<file path="src/rtl/minirv_lsu_pkg.sv">
// Shared types and constants for the miniRV load/store unit.
package minirv_lsu_pkg;

  localparam int unsigned XLEN = 32;

  typedef enum logic [1:0] {
    LSU_LW  = 2'b00,
    LSU_LBU = 2'b01,
    LSU_SW  = 2'b10,
    LSU_SB  = 2'b11
  } lsu_op_e;

  typedef enum logic [1:0] {
    ST_IDLE = 2'd0,
    ST_REQ  = 2'd1,
    ST_RESP = 2'd2,
    ST_DONE = 2'd3
  } lsu_state_e;

  localparam logic [3:0] WSTRB_WORD  = 4'hF;
  localparam logic [3:0] WSTRB_BYTE0 = 4'b0001;

  function automatic logic is_store(input lsu_op_e op);
    return op[1];
  endfunction

endpackage

</file>
<file path="src/rtl/minirv_lsu_if.sv">
// Data-memory bus between the LSU (master) and the memory (slave).
interface minirv_lsu_if;
  import minirv_lsu_pkg::*;

  logic            mem_valid;
  logic            mem_ready;
  logic            mem_we;
  logic [XLEN-1:0] mem_addr;
  logic [3:0]      mem_wstrb;
  logic [XLEN-1:0] mem_wdata;
  logic            mem_rvalid;
  logic [XLEN-1:0] mem_rdata;

  modport master (
    output mem_valid, mem_we, mem_addr, mem_wstrb, mem_wdata,
    input  mem_ready, mem_rvalid, mem_rdata
  );

  modport slave (
    input  mem_valid, mem_we, mem_addr, mem_wstrb, mem_wdata,
    output mem_ready, mem_rvalid, mem_rdata
  );
endinterface

</file>
<file path="src/rtl/minirv_lsu_lane.sv">
// Byte-lane steering: store strobe/data replication and load byte extract.
module minirv_lsu_lane
  import minirv_lsu_pkg::*;
(
  input  lsu_op_e         st_op_i,
  input  logic [1:0]      st_addr_lo_i,
  input  logic [XLEN-1:0] st_wdata_i,
  input  lsu_op_e         ld_op_i,
  input  logic [1:0]      ld_addr_lo_i,
  input  logic [XLEN-1:0] rdata_i,
  output logic [3:0]      wstrb_c_o,
  output logic [XLEN-1:0] wdata_c_o,
  output logic [XLEN-1:0] ld_data_c_o
);

  logic [7:0] ld_byte;

  always_comb begin
    wstrb_c_o = 4'b0000;
    wdata_c_o = '0;
    case (st_op_i)
      LSU_SW: begin
        wstrb_c_o = WSTRB_WORD;
        wdata_c_o = st_wdata_i;
      end
      LSU_SB: begin
        wstrb_c_o = WSTRB_BYTE0 << st_addr_lo_i;
        wdata_c_o = {4{st_wdata_i[7:0]}};
      end
      default: ;
    endcase
  end

  assign ld_byte     = rdata_i[{ld_addr_lo_i, 3'b000} +: 8];
  assign ld_data_c_o = (ld_op_i == LSU_LBU) ? XLEN'(ld_byte) : rdata_i;

endmodule

</file>
<file path="src/rtl/minirv_lsu.sv">
// miniRV load/store unit: one LW/LBU/SW/SB per request over a valid/ready + rvalid bus.
// Optional MINIRV_LSU_MISALIGN_TRAP_EN: misaligned LW/SW abort with err and no bus access.
module minirv_lsu
  import minirv_lsu_pkg::*;
#(
  parameter int unsigned TIMEOUT_CYC = 16
) (
  input  logic            clk,
  input  logic            rst,
  input  logic            req_valid,
  input  logic [1:0]      req_op,
  input  logic [XLEN-1:0] req_addr,
  input  logic [XLEN-1:0] req_wdata,
  input  logic [4:0]      req_rd,
  output logic            stall,
  output logic            wb_valid,
  output logic [4:0]      wb_rd,
  output logic [XLEN-1:0] wb_data,
  output logic            err,
  minirv_lsu_if.master    mem
);

  localparam int unsigned     CNT_W    = $clog2(TIMEOUT_CYC + 1);
  localparam logic [CNT_W-1:0] CNT_LAST = CNT_W'(TIMEOUT_CYC - 1);

  lsu_state_e      state_q;
  logic [CNT_W-1:0] cnt_q;
  lsu_op_e         op_q;
  logic [1:0]      addr_lo_q;
  logic [4:0]      rd_q;
  logic            mem_valid_q, mem_we_q;
  logic [XLEN-1:0] mem_addr_q, mem_wdata_q;
  logic [3:0]      mem_wstrb_q;
  logic            wb_valid_q, err_q;
  logic [4:0]      wb_rd_q;
  logic [XLEN-1:0] wb_data_q;

  lsu_op_e         req_op_c;
  logic            trap_c, timeout_c;
  logic [3:0]      wstrb_c;
  logic [XLEN-1:0] wdata_c, ld_data_c;

  assign req_op_c = lsu_op_e'(req_op);

`ifdef MINIRV_LSU_MISALIGN_TRAP_EN
  assign trap_c = !req_op[0] && (req_addr[1:0] != 2'b00);
`else
  assign trap_c = 1'b0;
`endif

  // The access has used its last allowed REQ/RESP cycle.
  assign timeout_c = (cnt_q >= CNT_LAST);

  minirv_lsu_lane u_lane (
    .st_op_i      (req_op_c),
    .st_addr_lo_i (req_addr[1:0]),
    .st_wdata_i   (req_wdata),
    .ld_op_i      (op_q),
    .ld_addr_lo_i (addr_lo_q),
    .rdata_i      (mem.mem_rdata),
    .wstrb_c_o    (wstrb_c),
    .wdata_c_o    (wdata_c),
    .ld_data_c_o  (ld_data_c)
  );

  always_ff @(posedge clk) begin
    if (!rst) begin
      state_q     <= ST_IDLE;
      cnt_q       <= '0;
      op_q        <= LSU_LW;
      addr_lo_q   <= 2'b00;
      rd_q        <= 5'd0;
      mem_valid_q <= 1'b0;
      mem_we_q    <= 1'b0;
      mem_addr_q  <= '0;
      mem_wstrb_q <= 4'b0000;
      mem_wdata_q <= '0;
      wb_valid_q  <= 1'b0;
      wb_rd_q     <= 5'd0;
      wb_data_q   <= '0;
      err_q       <= 1'b0;
    end else begin
      wb_valid_q <= 1'b0;
      err_q      <= 1'b0;
      case (state_q)
        ST_IDLE: begin
          if (req_valid) begin
            op_q      <= req_op_c;
            addr_lo_q <= req_addr[1:0];
            rd_q      <= req_rd;
            cnt_q     <= '0;
            if (trap_c) begin
              state_q <= ST_DONE;
              err_q   <= 1'b1;
            end else begin
              state_q     <= ST_REQ;
              mem_valid_q <= 1'b1;
              mem_we_q    <= is_store(req_op_c);
              mem_addr_q  <= {req_addr[XLEN-1:2], 2'b00};
              mem_wstrb_q <= wstrb_c;
              mem_wdata_q <= wdata_c;
            end
          end
        end
        ST_REQ: begin
          // Acceptance beats a timeout landing on the same cycle.
          if (mem.mem_ready) begin
            mem_valid_q <= 1'b0;
            cnt_q       <= cnt_q + CNT_W'(1);
            state_q     <= is_store(op_q) ? ST_DONE : ST_RESP;
          end else if (timeout_c) begin
            mem_valid_q <= 1'b0;
            state_q     <= ST_DONE;
            err_q       <= 1'b1;
          end else begin
            cnt_q <= cnt_q + CNT_W'(1);
          end
        end
        ST_RESP: begin
          if (mem.mem_rvalid) begin
            state_q    <= ST_DONE;
            wb_valid_q <= 1'b1;
            wb_rd_q    <= rd_q;
            wb_data_q  <= ld_data_c;
          end else if (timeout_c) begin
            state_q <= ST_DONE;
            err_q   <= 1'b1;
          end else begin
            cnt_q <= cnt_q + CNT_W'(1);
          end
        end
        ST_DONE: state_q <= ST_IDLE;
        default: state_q <= ST_IDLE;
      endcase
    end
  end

  assign stall = ((state_q == ST_IDLE) && req_valid) ||
                 (state_q == ST_REQ) || (state_q == ST_RESP);

  assign wb_valid      = wb_valid_q;
  assign wb_rd         = wb_rd_q;
  assign wb_data       = wb_data_q;
  assign err           = err_q;
  assign mem.mem_valid = mem_valid_q;
  assign mem.mem_we    = mem_we_q;
  assign mem.mem_addr  = mem_addr_q;
  assign mem.mem_wstrb = mem_wstrb_q;
  assign mem.mem_wdata = mem_wdata_q;

endmodule

</file>
<file path="src/flat_wrapper.sv">
// flat-port wrapper written by rule: the top's interface ports become plain ports
module minirv_lsu_flat import minirv_lsu_pkg::*;
#(
  parameter int unsigned TIMEOUT_CYC = 16
)
  (clk, rst, req_valid, req_op, req_addr, req_wdata, req_rd, stall, wb_valid, wb_rd, wb_data, err, mem_mem_valid, mem_mem_we, mem_mem_addr, mem_mem_wstrb, mem_mem_wdata, mem_mem_ready, mem_mem_rvalid, mem_mem_rdata);
  minirv_lsu_if mem_i ();
  input  logic clk;
  input  logic rst;
  input  logic req_valid;
  input  logic [1:0] req_op;
  input  logic [XLEN-1:0] req_addr;
  input  logic [XLEN-1:0] req_wdata;
  input  logic [4:0] req_rd;
  output logic stall;
  output logic wb_valid;
  output logic [4:0] wb_rd;
  output logic [XLEN-1:0] wb_data;
  output logic err;
  output wire logic [$bits(mem_i.mem_valid)-1:0] mem_mem_valid;
  output wire logic [$bits(mem_i.mem_we)-1:0] mem_mem_we;
  output wire logic [$bits(mem_i.mem_addr)-1:0] mem_mem_addr;
  output wire logic [$bits(mem_i.mem_wstrb)-1:0] mem_mem_wstrb;
  output wire logic [$bits(mem_i.mem_wdata)-1:0] mem_mem_wdata;
  input wire logic [$bits(mem_i.mem_ready)-1:0] mem_mem_ready;
  input wire logic [$bits(mem_i.mem_rvalid)-1:0] mem_mem_rvalid;
  input wire logic [$bits(mem_i.mem_rdata)-1:0] mem_mem_rdata;
  assign mem_mem_valid = mem_i.mem_valid;
  assign mem_mem_we = mem_i.mem_we;
  assign mem_mem_addr = mem_i.mem_addr;
  assign mem_mem_wstrb = mem_i.mem_wstrb;
  assign mem_mem_wdata = mem_i.mem_wdata;
  assign mem_i.mem_ready = mem_mem_ready;
  assign mem_i.mem_rvalid = mem_mem_rvalid;
  assign mem_i.mem_rdata = mem_mem_rdata;
  minirv_lsu #(.TIMEOUT_CYC(TIMEOUT_CYC)) u_core (.clk(clk), .rst(rst), .req_valid(req_valid), .req_op(req_op), .req_addr(req_addr), .req_wdata(req_wdata), .req_rd(req_rd), .stall(stall), .wb_valid(wb_valid), .wb_rd(wb_rd), .wb_data(wb_data), .err(err), .mem(mem_i));
endmodule
</file>
<file path="config.mk">
export PLATFORM = sky130hd
export DESIGN_NAME = minirv_lsu_flat
export DESIGN_NICKNAME = d
export VERILOG_FILES = /design/src/rtl/minirv_lsu_pkg.sv /design/src/rtl/minirv_lsu_if.sv /design/src/rtl/minirv_lsu_lane.sv /design/src/rtl/minirv_lsu.sv /design/src/flat_wrapper.sv
export SDC_FILE = /design/constraint.sdc
export NUM_CORES = 1
export LEC_CHECK = 0
export BUFFER_PORTS_ARGS = -buffer_cell sky130_fd_sc_hd__buf_2
export CORE_UTILIZATION = 40
export DETAILED_ROUTE_END_ITERATION = 7
export PLACE_DENSITY = 0.7
export RECOVER_POWER = 100
export SLEW_MARGIN = 15
export SYNTH_ARGS = -nofsm -noshare
export SYNTH_HDL_FRONTEND = slang
export SYNTH_SLANG_ARGS = --single-unit
</file>
<file path="constraint.sdc">
create_clock -name clk -period 4.8 [get_ports clk]
set_input_delay 0.96 -clock clk [delete_from_list [all_inputs] [get_ports clk]]
set_output_delay 0.96 -clock clk [all_outputs]
set_load 0.02 [all_outputs]
</file>
Word level (Yosys, flattened, before mapping)
Cells that the tools add are included.

Bits in registers: 123. Bits in latches: 0. Memory bits (writable): 0. Bits in read-only memories: 0. Input bits: 108. Output and inout bits: 110. Memories kept: 0.

Add/sub/neg operators: 1. Multiply operators: 0. Divide/modulo/power cells: 0. Magnitude comparators: 1. Equal/unequal tests: 9. Shifts and indexed selects: 2. Multiplexer cells: 23. Bitwise logic cells: 0. Reduce and logical (&&, ||, !) cells: 11.

Operators with widths (count): $pmux 32 s2 (1); $mux 32 (1); $shiftx 32x6->8 (1); $mux 5 (4); $pmux 5 s3 (1); $eq 2x2->1 const B (4); $mux 1 (8); $mux 2 (4); $pmux 2 s4 (1); $pmux 4 s2 (1); $reduce_and 2->1 (3); $reduce_and 3->1 (2); $add 5x1->5 const B (1); $ge 5x4->1 const B (1); $eq 2x1->1 const B (2); $ne 2x2->1 const B (2); $pmux 1 s2 (2); $shl 1x2->4 const A (1); $ne 3x2->1 const B (1); $reduce_bool 3->1 (1); $logic_not 2->1 (1); $logic_or 1x1->1 (2); $reduce_bool 2->1 (1); $logic_and 1x1->1 (1).

Longest topological paths before layout
Gate-level depths: netlist of the first run.

Depth in word-level cells: 4. Gate-level depth with buffers: 8.

Hierarchy
From an unflattened synthesis of the first run, not the netlist that was laid out.

Cells, all modules: 718. Area, all modules: 5487.8 µm².

By module, submodules not included: minirv_lsu (instances 1, cells an instance 570, area an instance 4476.8 µm²); minirv_lsu_lane (instances 1, cells an instance 148, area an instance 1011.0 µm²).

Worst setup path after synthesis of the first run
No wires, ideal clock.

Path type: input to output. Start point: input port req_valid. End point: output port stall. Arrival time: 1.660 ns. Data required time: 3.840 ns. Setup slack: 2.180 ns. Cell stages on the path: 3. Path buffers: 1. Path through: and2_1 > buf_2 > or3_1.

Longest elaborated chain between the ends: 3.

RTL lines: from (decl) (line flat_wrapper.sv:10) `input logic req_valid;`; $logic_and 1x1->1 (line minirv_lsu.sv:138) `assign stall = ((state_q == ST_IDLE) && req_valid) ||`; $logic_or 1x1->1 (line minirv_lsu.sv:138); $logic_or 1x1->1 (line minirv_lsu.sv:139) `(state_q == ST_REQ) || (state_q == ST_RESP);`; to (decl) (line flat_wrapper.sv:15) `output logic stall;`.

No other way between the ends.

Final worst setup path of the first run
Start point: input port rst. End point: register u_core.wb_data_q[3], in the netlist u_core.wb_data[3].

RTL lines: from (decl) (line flat_wrapper.sv:9) `input logic rst;`; to (signal assigned) (line minirv_lsu.sv:124) `wb_data_q <= ld_data_c;`; to (decl) (line minirv_lsu.sv:36) `logic [XLEN-1:0] wb_data_q;`.

No word-level cell between the ends.

==> results of run 1 <==
layout make-up:
class | count | share of cell area (%)
clock inverter | 11 | 2.19
multi-input combinational | 413 | 34.1
clock buffer | 21 | 7.45
inverter | 10 | 0.582
timing repair buffer | 219 | 15.0
sequential | 122 | 37.9
tap | 147 | 2.85
Yosys cell counts (all sizes together), types with 6 or more instances:
cell type	instances	area [µm²]
o21ai	31	155
mux2i	8	80.1
ha	6	75.1
o221ai	8	70.1
dfxtp	122	2440
inv	10	37.5
clkbuf	28	105
a21oi	90	450
buf	21	119
a21o	8	60.1
nor2	60	228
nand2	108	405
nand3	12	60.1
a2bb2oi	10	87.6
a22oi	28	210
cell families after synthesis:
family,count (synthesis),synth area share (%)
AOI/OAI and AO/OA,192,23.9
adders and majority gates,6,1.53
buffers and inverters,59,5.34
DFF,122,49.9
muxes,9,1.87
other,1,0.0766
and+or+nand+nor,204,17.4
state kept, by name (all words and copies together), names as in the netlist:
register,count
u_core.addr_lo_q,2
u_core.cnt_q,5
u_core.err,1
u_core.mem.mem_addr,30
u_core.mem.mem_valid,1
u_core.mem.mem_wdata,32
u_core.mem.mem_we,1
u_core.mem.mem_wstrb,4
u_core.op_q,1
u_core.rd_q,5
u_core.state_q,2
u_core.wb_data,32
u_core.wb_rd,5
u_core.wb_valid,1
per-stage QoR:
stage | std cells | power [W] | instance area (µm²) | util (%)
after detailed placement | 911 | 0.00217 | 5970 | 49.9
after global routing | 943 | 0.00361 | 6450 | 53.9
after global placement | 911 | 0.00215 | 5970 | 49.9
final | 943 | 0.00344 | 6450 | 53.9
after CTS | 943 | 0.00350 | 6590 | 55.1
after floorplan | 594 | 0.00189 | 4900 | -
per-layer routing:
metal	up-vias	wire length [µm]	track usage [%]
li1	2434	-	-
met1	2298	6000	26.4
met2	210	6890	37.4
met3	24	1150	7.88
met4	0	327	11.6
met5	-	0	0
report_power, final:
part           switching (W)  leakage [nW]  internal [W]  total [W]
Combinational       0.000601          1.29      0.000285   0.000885
Sequential         0.0000850         0.996       0.00115    0.00124
Clock               0.000450         0.313      0.000870    0.00132
Total                0.00114          2.59       0.00231    0.00344
worst max-delay path, cell delays in order:
cell and delay, ps:
clkbuf_1 750, inv_1 1070, buf_4 560, a21oi_1 160
worst paths after layout:
| kind | from | endpoint | cells past startpoint |
|---|---|---|---|
| setup / recovery | rst | u_core.wb_data[3] | 4 |
| hold / removal | u_core.wb_data[1] | u_core.wb_data[1] | 2 |
| setup reg to reg | u_core.state_q[0] | u_core.mem.mem_wdata[20] | 6 |
| hold reg to reg | u_core.wb_data[1] | u_core.wb_data[1] | 2 |
==> results.json, run 1 <==
{
  "status": "finished, violations left",
  "violations": "capacitance limit, slew limit",
  "multi_input_area_mm2": 0.00220,
  "yosysWarnings": 0,
  "tightest_slew_ps": 1980,
  "post-route-drc-count": 0,
  "track_usage_pct": 22.8,
  "num_vias": 4966,
  "yosysSeqAreaShare_pct": 49.9,
  "clkTransAtPathRegs_ps": 50,
  "ys_types": 47,
  "drv_cap": 2,
  "endpoint_kind": "register",
  "synthArstFlopShare_pct": 0,
  "nFillCells": 1174,
  "hold_violations": 0,
  "power-per-cell-area_mw_per_mm2": 534,
  "drt_wl_total_mm": 14.4,
  "skew_ps": 9.01,
  "nets": 897,
  "whs_ps": 452,
  "grt_pass1_wl_mm": 22.7,
  "cts_hold_buf": 0,
  "critPathLaunchType": "input port",
  "syn2layout_area_growth_pct": 31.8,
  "antenna_found_initial": 0,
  "crit_type": "in2reg",
  "critPathArrivalTime_ps": 3530,
  "slew_violations": 119,
  "htreeDepth": 4,
  "synth_edf_count": 0,
  "cp_data_required_time_ps": 5130,
  "mostFrequentLayoutCell": "dfxtp_1",
  "gr-total-overflow": 0,
  "grt_pass1_vias": 4707,
  "fin_crit_sh_pct": 66.6,
  "io_buffers": 215,
  "routedWlPerCell_um": 15.2,
  "r2r_slack_ps": 1960,
  "core_area_mm2": 0.0120,
  "die_w_um": 113,
  "fin_ws_ps": 1600,
  "min_path_type": "reg2reg",
  "min_period_ps": 3200,
  "path_max_fanout": 58,
  "cts_made_buffers": 17,
  "clk_latency_ps": 410,
  "grt_setup_unrepaired": "no",
  "tns_ps": 0,
  "dp_hpwl_mm": 10.1,
  "grt_max_degree": 74,
  "syn_avg_cell_area_um2": 8.26,
  "initial_core_util_pct": 40.9,
  "cts_root_buffer": "clkbuf_16",
  "fp.dieH_um": 113,
  "drive_gt1_share_pct": 18.3,
  "postCtsSetupBuffers": 0,
  "via_per_inst": 5.27,
  "netlist_area_mm2": 0.00490,
  "cts.sinks": 122,
  "cts_buffer_depth": 2,
  "slew_headroom_pct": -32.5,
  "power_leakage_nw": 2.59,
  "firstDrtPassIters": 6,
  "gp_congestion": 0.875,
  "ys.flop_type": "dfxtp_1",
  "cts_tree": "built",
  "finalSetupViolCount": 0,
  "io_pins": 218,
  "synthCells": 593,
  "antennaDiodeCount": 0,
  "ant_nets": 0,
  "postCtsResizedCells": 0,
  "final-seq-area_mm2": 0.00244,
  "clock.fmax_ghz": 0.313,
  "ir_worst_vdd_v": 0.000336,
  "ys_seq_elements": 122,
  "drtIter0Drc": 446,
  "final_cell_mix": "dfxtp_1, clkbuf_1, nand2_1",
  "die_area_mm2": 0.0127,
  "place_ws_ps": 1890,
  "rows": 40
}
(Power assumes the default switching activity.)
==> run 2: changes to the inputs <==
--- a/config.mk
+++ b/config.mk
@@ -8,7 +8,7 @@
 export BUFFER_PORTS_ARGS = -buffer_cell sky130_fd_sc_hd__buf_2
 export CORE_UTILIZATION = 40
 export DETAILED_ROUTE_END_ITERATION = 7
-export PLACE_DENSITY = 0.7
+export PLACE_DENSITY = 0.72
 export RECOVER_POWER = 100
 export SLEW_MARGIN = 15
 export SYNTH_ARGS = -nofsm -noshare
==> constraint.sdc (replaced) <==
create_clock -name clk -period 2.6 [get_ports clk]
set_input_delay 0.52 -clock clk [delete_from_list [all_inputs] [get_ports clk]]
set_output_delay 0.52 -clock clk [all_outputs]
set_load 0.02 [all_outputs]
==> run 2 against run 1 <==
Compared with the run above: largest cell class unchanged; global-route usage increased by 0.59 points; critical path type is now reg2out; cell count increased by 0.11%; sequential cell count unchanged; combinational power increased by 88%; clock power increased by 58%; critical endpoint is now stall; final area decreased by 0.83%; worst hold slack got worse by 110 ps; sequential share of layout area increased by 0.32 points; register-to-register slack got worse by 1600 ps; the flow now finishes without violations.
==> results.json, run 2 (synthesis results as in run 1) <==
{
  "postCtsSetupBuffers": 0,
  "status": "finished clean",
  "tightest_slew_ps": 856,
  "fp.dieH_um": 113,
  "htreeDepth": 4,
  "track_usage_pct": 23.4,
  "min_path_type": "in2reg",
  "cts.sinks": 122,
  "slew_headroom_pct": 42.9,
  "fin_crit_sh_pct": 90.9,
  "initial_core_util_pct": 40.9,
  "core_area_mm2": 0.0120,
  "grt_max_degree": 71,
  "path_max_fanout": 9,
  "cts_tree": "built",
  "stdcell_area_mm2": 0.00640,
  "cp_num_buf_inv": 2,
  "clkTransAtPathRegs_ps": 50,
  "antenna_found_initial": 0,
  "die_area_mm2": 0.0127,
  "cp_top_family": "simple AND/OR/NAND/NOR gates",
  "nFillCells": 1220,
  "hold_violations": 0,
  "endpoint_kind": "primary output",
  "cts_hold_buf": 0,
  "routedWlPerCell_um": 15.4,
  "grt_pass1_vias": 4657,
  "cts_made_buffers": 17,
  "cts_root_buffer": "clkbuf_16",
  "power-per-cell-area_mw_per_mm2": 941,
  "drtIter0Drc": 433,
  "critPathArrivalTime_ps": 1840,
  "critPathLaunchType": "register",
  "power_leakage_nw": 2.57,
  "cts_buffer_depth": 2,
  "ir_worst_vdd_v": 0.000548,
  "num_vias": 4897,
  "place_area_mm2": 0.00602,
  "gp_congestion": 0.921,
  "finalSetupViolCount": 0,
  "die_w_um": 113,
  "drt_wl_total_mm": 14.5,
  "ant_nets": 0,
  "min_period_ps": 2360,
  "slowest_stage": "dfxtp_1",
  "via_per_inst": 5.19,
  "io_pins": 218,
  "slew_violations": 0,
  "clock.fmax_ghz": 0.423,
  "rows": 40,
  "syn2layout_area_growth_pct": 30.7,
  "crit_type": "reg2out",
  "io_buffers": 215,
  "post-route-drc-count": 0,
  "grt_pass1_wl_mm": 23.1,
  "gr-total-overflow": 0,
  "tns_ps": 0,
  "clk_latency_ps": 410,
  "drv_cap": 0,
  "slowest_delay_ps": 350,
  "nets": 902,
  "grt_setup_unrepaired": "no",
  "antennaDiodeCount": 0,
  "drive_gt1_share_pct": 18.2,
  "final_cell_mix": "dfxtp_1, clkbuf_1, nand2_1, buf_2, a21oi_1",
  "crit_chain": "inv_1 -> ha_1 -> and2_0 -> or3_1 -> clkbuf_2",
  "firstDrtPassIters": 5,
  "dp_hpwl_mm": 9.87,
  "postCtsResizedCells": 0,
  "mostFrequentLayoutCell": "dfxtp_1",
  "cp_data_required_time_ps": 2080,
  "skew_ps": 7.83
}
## run 2: area by class of cell
type	count	area (µm²)	area share (%)
flip-flops and latches	122	2440	38.2
inverters	10	37.5	0.587
well taps	147	184	2.87
clock buffers	26	509	7.96
clock inverters	2	12.5	0.196
repair buffers	224	1020	15.9
multi-input cells	413	2200	34.3
## run 2: routing by layer
metal / global-route usage, % / share of wire [%]
met1: 27.9 / 42
met2: 38.4 / 47
met3: 9.13 / 8.9
met4: 7.91 / 1.5
met5: 0 / 0
## run 2: final timing paths
kind	from	end	slack, ps	depth (start not counted)
hold reg to reg	u_core.mem.mem_addr[14]	u_core.mem.mem_addr[14]	450	2
setup / recovery	u_core.state_q[0]	stall	240	5
setup reg to reg	u_core.state_q[0]	u_core.mem.mem_addr[24]	320	6
hold / removal	req_addr[5]	u_core.mem.mem_addr[5]	350	3
## run 2: metrics by stage
stage | utilization (%) | total power (W) | hold slack [ps] | setup slack, ps | instances
detailed placement | 50.3 | 0.00403 | 441 | 490 | 916
global placement | 50.3 | 0.00402 | 436 | 535 | 916
CTS | 54.7 | 0.00613 | 325 | 225 | 944
finish | 53.5 | 0.00602 | 345 | 236 | 944
global route | 53.5 | 0.00634 | 330 | 75.0 | 944
floorplan | - | 0.00349 | 432 | 698 | 594
## run 2: power by group
part / total [W] / switching (W) / internal [W]
logic: 0.00166 / 0.00113 / 0.000529
clock network: 0.00209 / 0.000768 / 0.00132
registers: 0.00228 / 0.000147 / 0.00213
## run 2: tightest hold or removal path: stages
cell     delay (ps)
buf_2           100
nand2_1          40
a21oi_1          50
==> run 3: changes to the inputs <==
--- a/config.mk
+++ b/config.mk
@@ -8,9 +8,10 @@
 export BUFFER_PORTS_ARGS = -buffer_cell sky130_fd_sc_hd__buf_2
 export CORE_UTILIZATION = 40
 export DETAILED_ROUTE_END_ITERATION = 7
-export PLACE_DENSITY = 0.72
-export RECOVER_POWER = 100
+export MAX_ROUTING_LAYER = met4
+export PLACE_DENSITY = 0.71
 export SLEW_MARGIN = 15
 export SYNTH_ARGS = -nofsm -noshare
 export SYNTH_HDL_FRONTEND = slang
+export SYNTH_HIERARCHICAL = 1
 export SYNTH_SLANG_ARGS = --single-unit
==> run 3 against run 2 <==
Compared with the run above: first-iteration DRC count shrank 23%; cell count is 16% higher; critical path depth increased by 2; clock skew is 3.5 ps lower; maximum frequency grew 12%; synthesized area increased by 12%; register-to-register slack gained 180 ps.
==> results.json, run 3 <==
{
  "antenna_found_initial": 1,
  "drtIter0Drc": 332,
  "core_area_mm2": 0.0133,
  "rows": 42,
  "p_total_w": 0.00556,
  "num_vias": 5333,
  "track_usage_pct": 22.2,
  "grt_pass1_wl_mm": 24.5,
  "synthArstFlopShare_pct": 0,
  "drt_wl_total_mm": 14.8,
  "endpoint_kind": "register",
  "drive_gt1_share_pct": 29.7,
  "min_path_type": "in2reg",
  "crit_type": "reg2reg",
  "gp_congestion": 0.802,
  "final_cell_mix": "nand2_1, buf_2, dfxtp_1",
  "ys_seq_elements": 122,
  "synth.most_common_cell": "nand2_1",
  "nets": 1021,
  "synth_edf_count": 0,
  "clock.fmax_ghz": 0.475,
  "syn2layout_area_growth_pct": 31.9,
  "clk_latency_ps": 410,
  "via_per_inst": 4.86,
  "finalSetupViolCount": 0,
  "fp.dieH_um": 119,
  "clkTransAtPathRegs_ps": 50,
  "ys.flop_type": "dfxtp_1",
  "nFillCells": 1308,
  "critPathArrivalTime_ps": 2400,
  "synth_commonest_cells": "nand2_1, dfxtp_1, a21oi_1",
  "cts_root_buffer": "clkbuf_16",
  "synth_top_area_share_pct": 44.5,
  "synthCells": 718,
  "io_buffers": 215,
  "cts_tree": "built",
  "cts_buffer_depth": 2,
  "grt_max_degree": 67,
  "tns_ps": 0,
  "cts_made_buffers": 17,
  "tightest_slew_ps": 672,
  "path_max_fanout": 7,
  "netlist_area_mm2": 0.00549,
  "syn_avg_cell_area_um2": 7.64,
  "status": "finished clean",
  "power-per-cell-area_mw_per_mm2": 768,
  "grt_setup_unrepaired": "no",
  "io_pins": 218,
  "htreeDepth": 4,
  "multi_input_area_mm2": 0.00276,
  "routedWlPerCell_um": 13.5,
  "drv_cap": 0,
  "yosysTopAreaCell": "dfxtp_1",
  "firstDrtPassIters": 4,
  "post-route-drc-count": 0,
  "slew_headroom_pct": 55.2,
  "critPathLaunchType": "register",
  "power_leakage_nw": 3.19,
  "min_period_ps": 2100,
  "ir_worst_vdd_v": 0.000510,
  "mostFrequentLayoutCell": "nand2_1",
  "die_w_um": 119,
  "yosysWarnings": 6,
  "cts.sinks": 122,
  "fin_crit_sh_pct": 80.9,
  "slew_violations": 0,
  "ys_types": 45,
  "hold_violations": 0,
  "postCtsSetupBuffers": 0,
  "ys_top_cells_by_area": "dfxtp_1, nand2_1, a21oi_1",
  "dp_hpwl_mm": 10.3,
  "cts_hold_buf": 0,
  "yosysSeqAreaShare_pct": 44.5,
  "cp_data_required_time_ps": 2900,
  "postCtsResizedCells": 0,
  "ant_nets": 0,
  "die_area_mm2": 0.0142,
  "gr-total-overflow": 0,
  "grt_pass1_vias": 5090,
  "initial_core_util_pct": 41.3,
  "final-seq-area_mm2": 0.00244,
  "skew_ps": 4.31
}
==> run 3: cell types whose count changed after synthesis, moves of 9 or more <==
cell | before | now
nor2_1 | 59 | 15
nand2b_1 | 3 | 29
a22oi_1 | 28 | 0
a21boi_0 | 0 | 25
a21oi_1 | 90 | 116
and2_1 | 4 | 35
a2bb2oi_1 | 10 | 0
o21ai_0 | 30 | 7
nand2_1 | 108 | 242
buf_2 | 14 | 4
nand3_1 | 12 | 3
==> run 3: path summary, 6_finish.rpt <==
path / cells after the start / start / end / slack, ps
worst min register to register: 2 / u_core/rd_q[3] / u_core/wb_rd[3] / 450
worst max register to register: 7 / u_core/cnt_q[0] / u_core/cnt_q[0] / 500
worst max-delay path: 7 / u_core/cnt_q[0] / u_core/cnt_q[0] / 500
worst min-delay path: 3 / req_addr[31] / u_core/mem.mem_addr[31] / 340
==> run 3: final cells by class <==
type | instances | area share, %
multi-input cells | 533 | 38.1
flip-flops and latches | 122 | 33.7
repair buffers | 223 | 16.2
clock buffers | 21 | 6.64
well taps | 176 | 3.04
clock inverters | 11 | 1.64
inverters | 10 | 0.553
diodes | 1 | 0.0346
==> run 3: where the power goes <==
group / leakage (nW) / switching [W] / internal (W)
combinational: 1.91 / 0.000722 / 0.000409
clock: 0.287 / 0.000833 / 0.00150
sequential: 0.992 / 0.0000822 / 0.00201
total: 3.19 / 0.00164 / 0.00392
==> run 3: stage by stage <==
| step | worst slack [ps] | utilization, % | hold WS (ps) | cells | cell area [µm²] |
|---|---|---|---|---|---|
| after global routing | 352 | 54.4 | 335 | 1097 | 7240 |
| after global placement | 527 | 49.9 | 439 | 1064 | 6640 |
| final | 496 | 54.4 | 343 | 1097 | 7240 |
| after CTS | 483 | 54.4 | 325 | 1096 | 7240 |
| after detailed placement | 498 | 49.9 | 444 | 1064 | 6640 |
| after floorplan | 570 | - | 432 | 719 | 5490 |
==> run 3: routing by layer <==
layer  GRT usage (%)  part of all wire (%)  vias up
met5               -                     0        -
met4            7.59                   1.5        0
met3            6.94                   7.6       18
met2            34.7                    46      178
met1            27.0                    44     2401
li1                -                     -     2736
==> run 3: cell families after synthesis <==
family,synth area share [%]
AND/OR/NAND/NOR,26.7
multiplexers,1.94
adder cells (fa/ha/maj),1.37
AO/OA/AOI/OAI,20.1
flip-flops,44.5
buffers and inverters,5.34
other,0.0683
==> run 3: critical path: stages (launching register included) <==
cell	delay, ps
dfxtp_1	340
ha_1	250
and3_1	200
ha_1	170
nor2_1	350
nand2_1	190
a22o_1	240
mux2_4	250
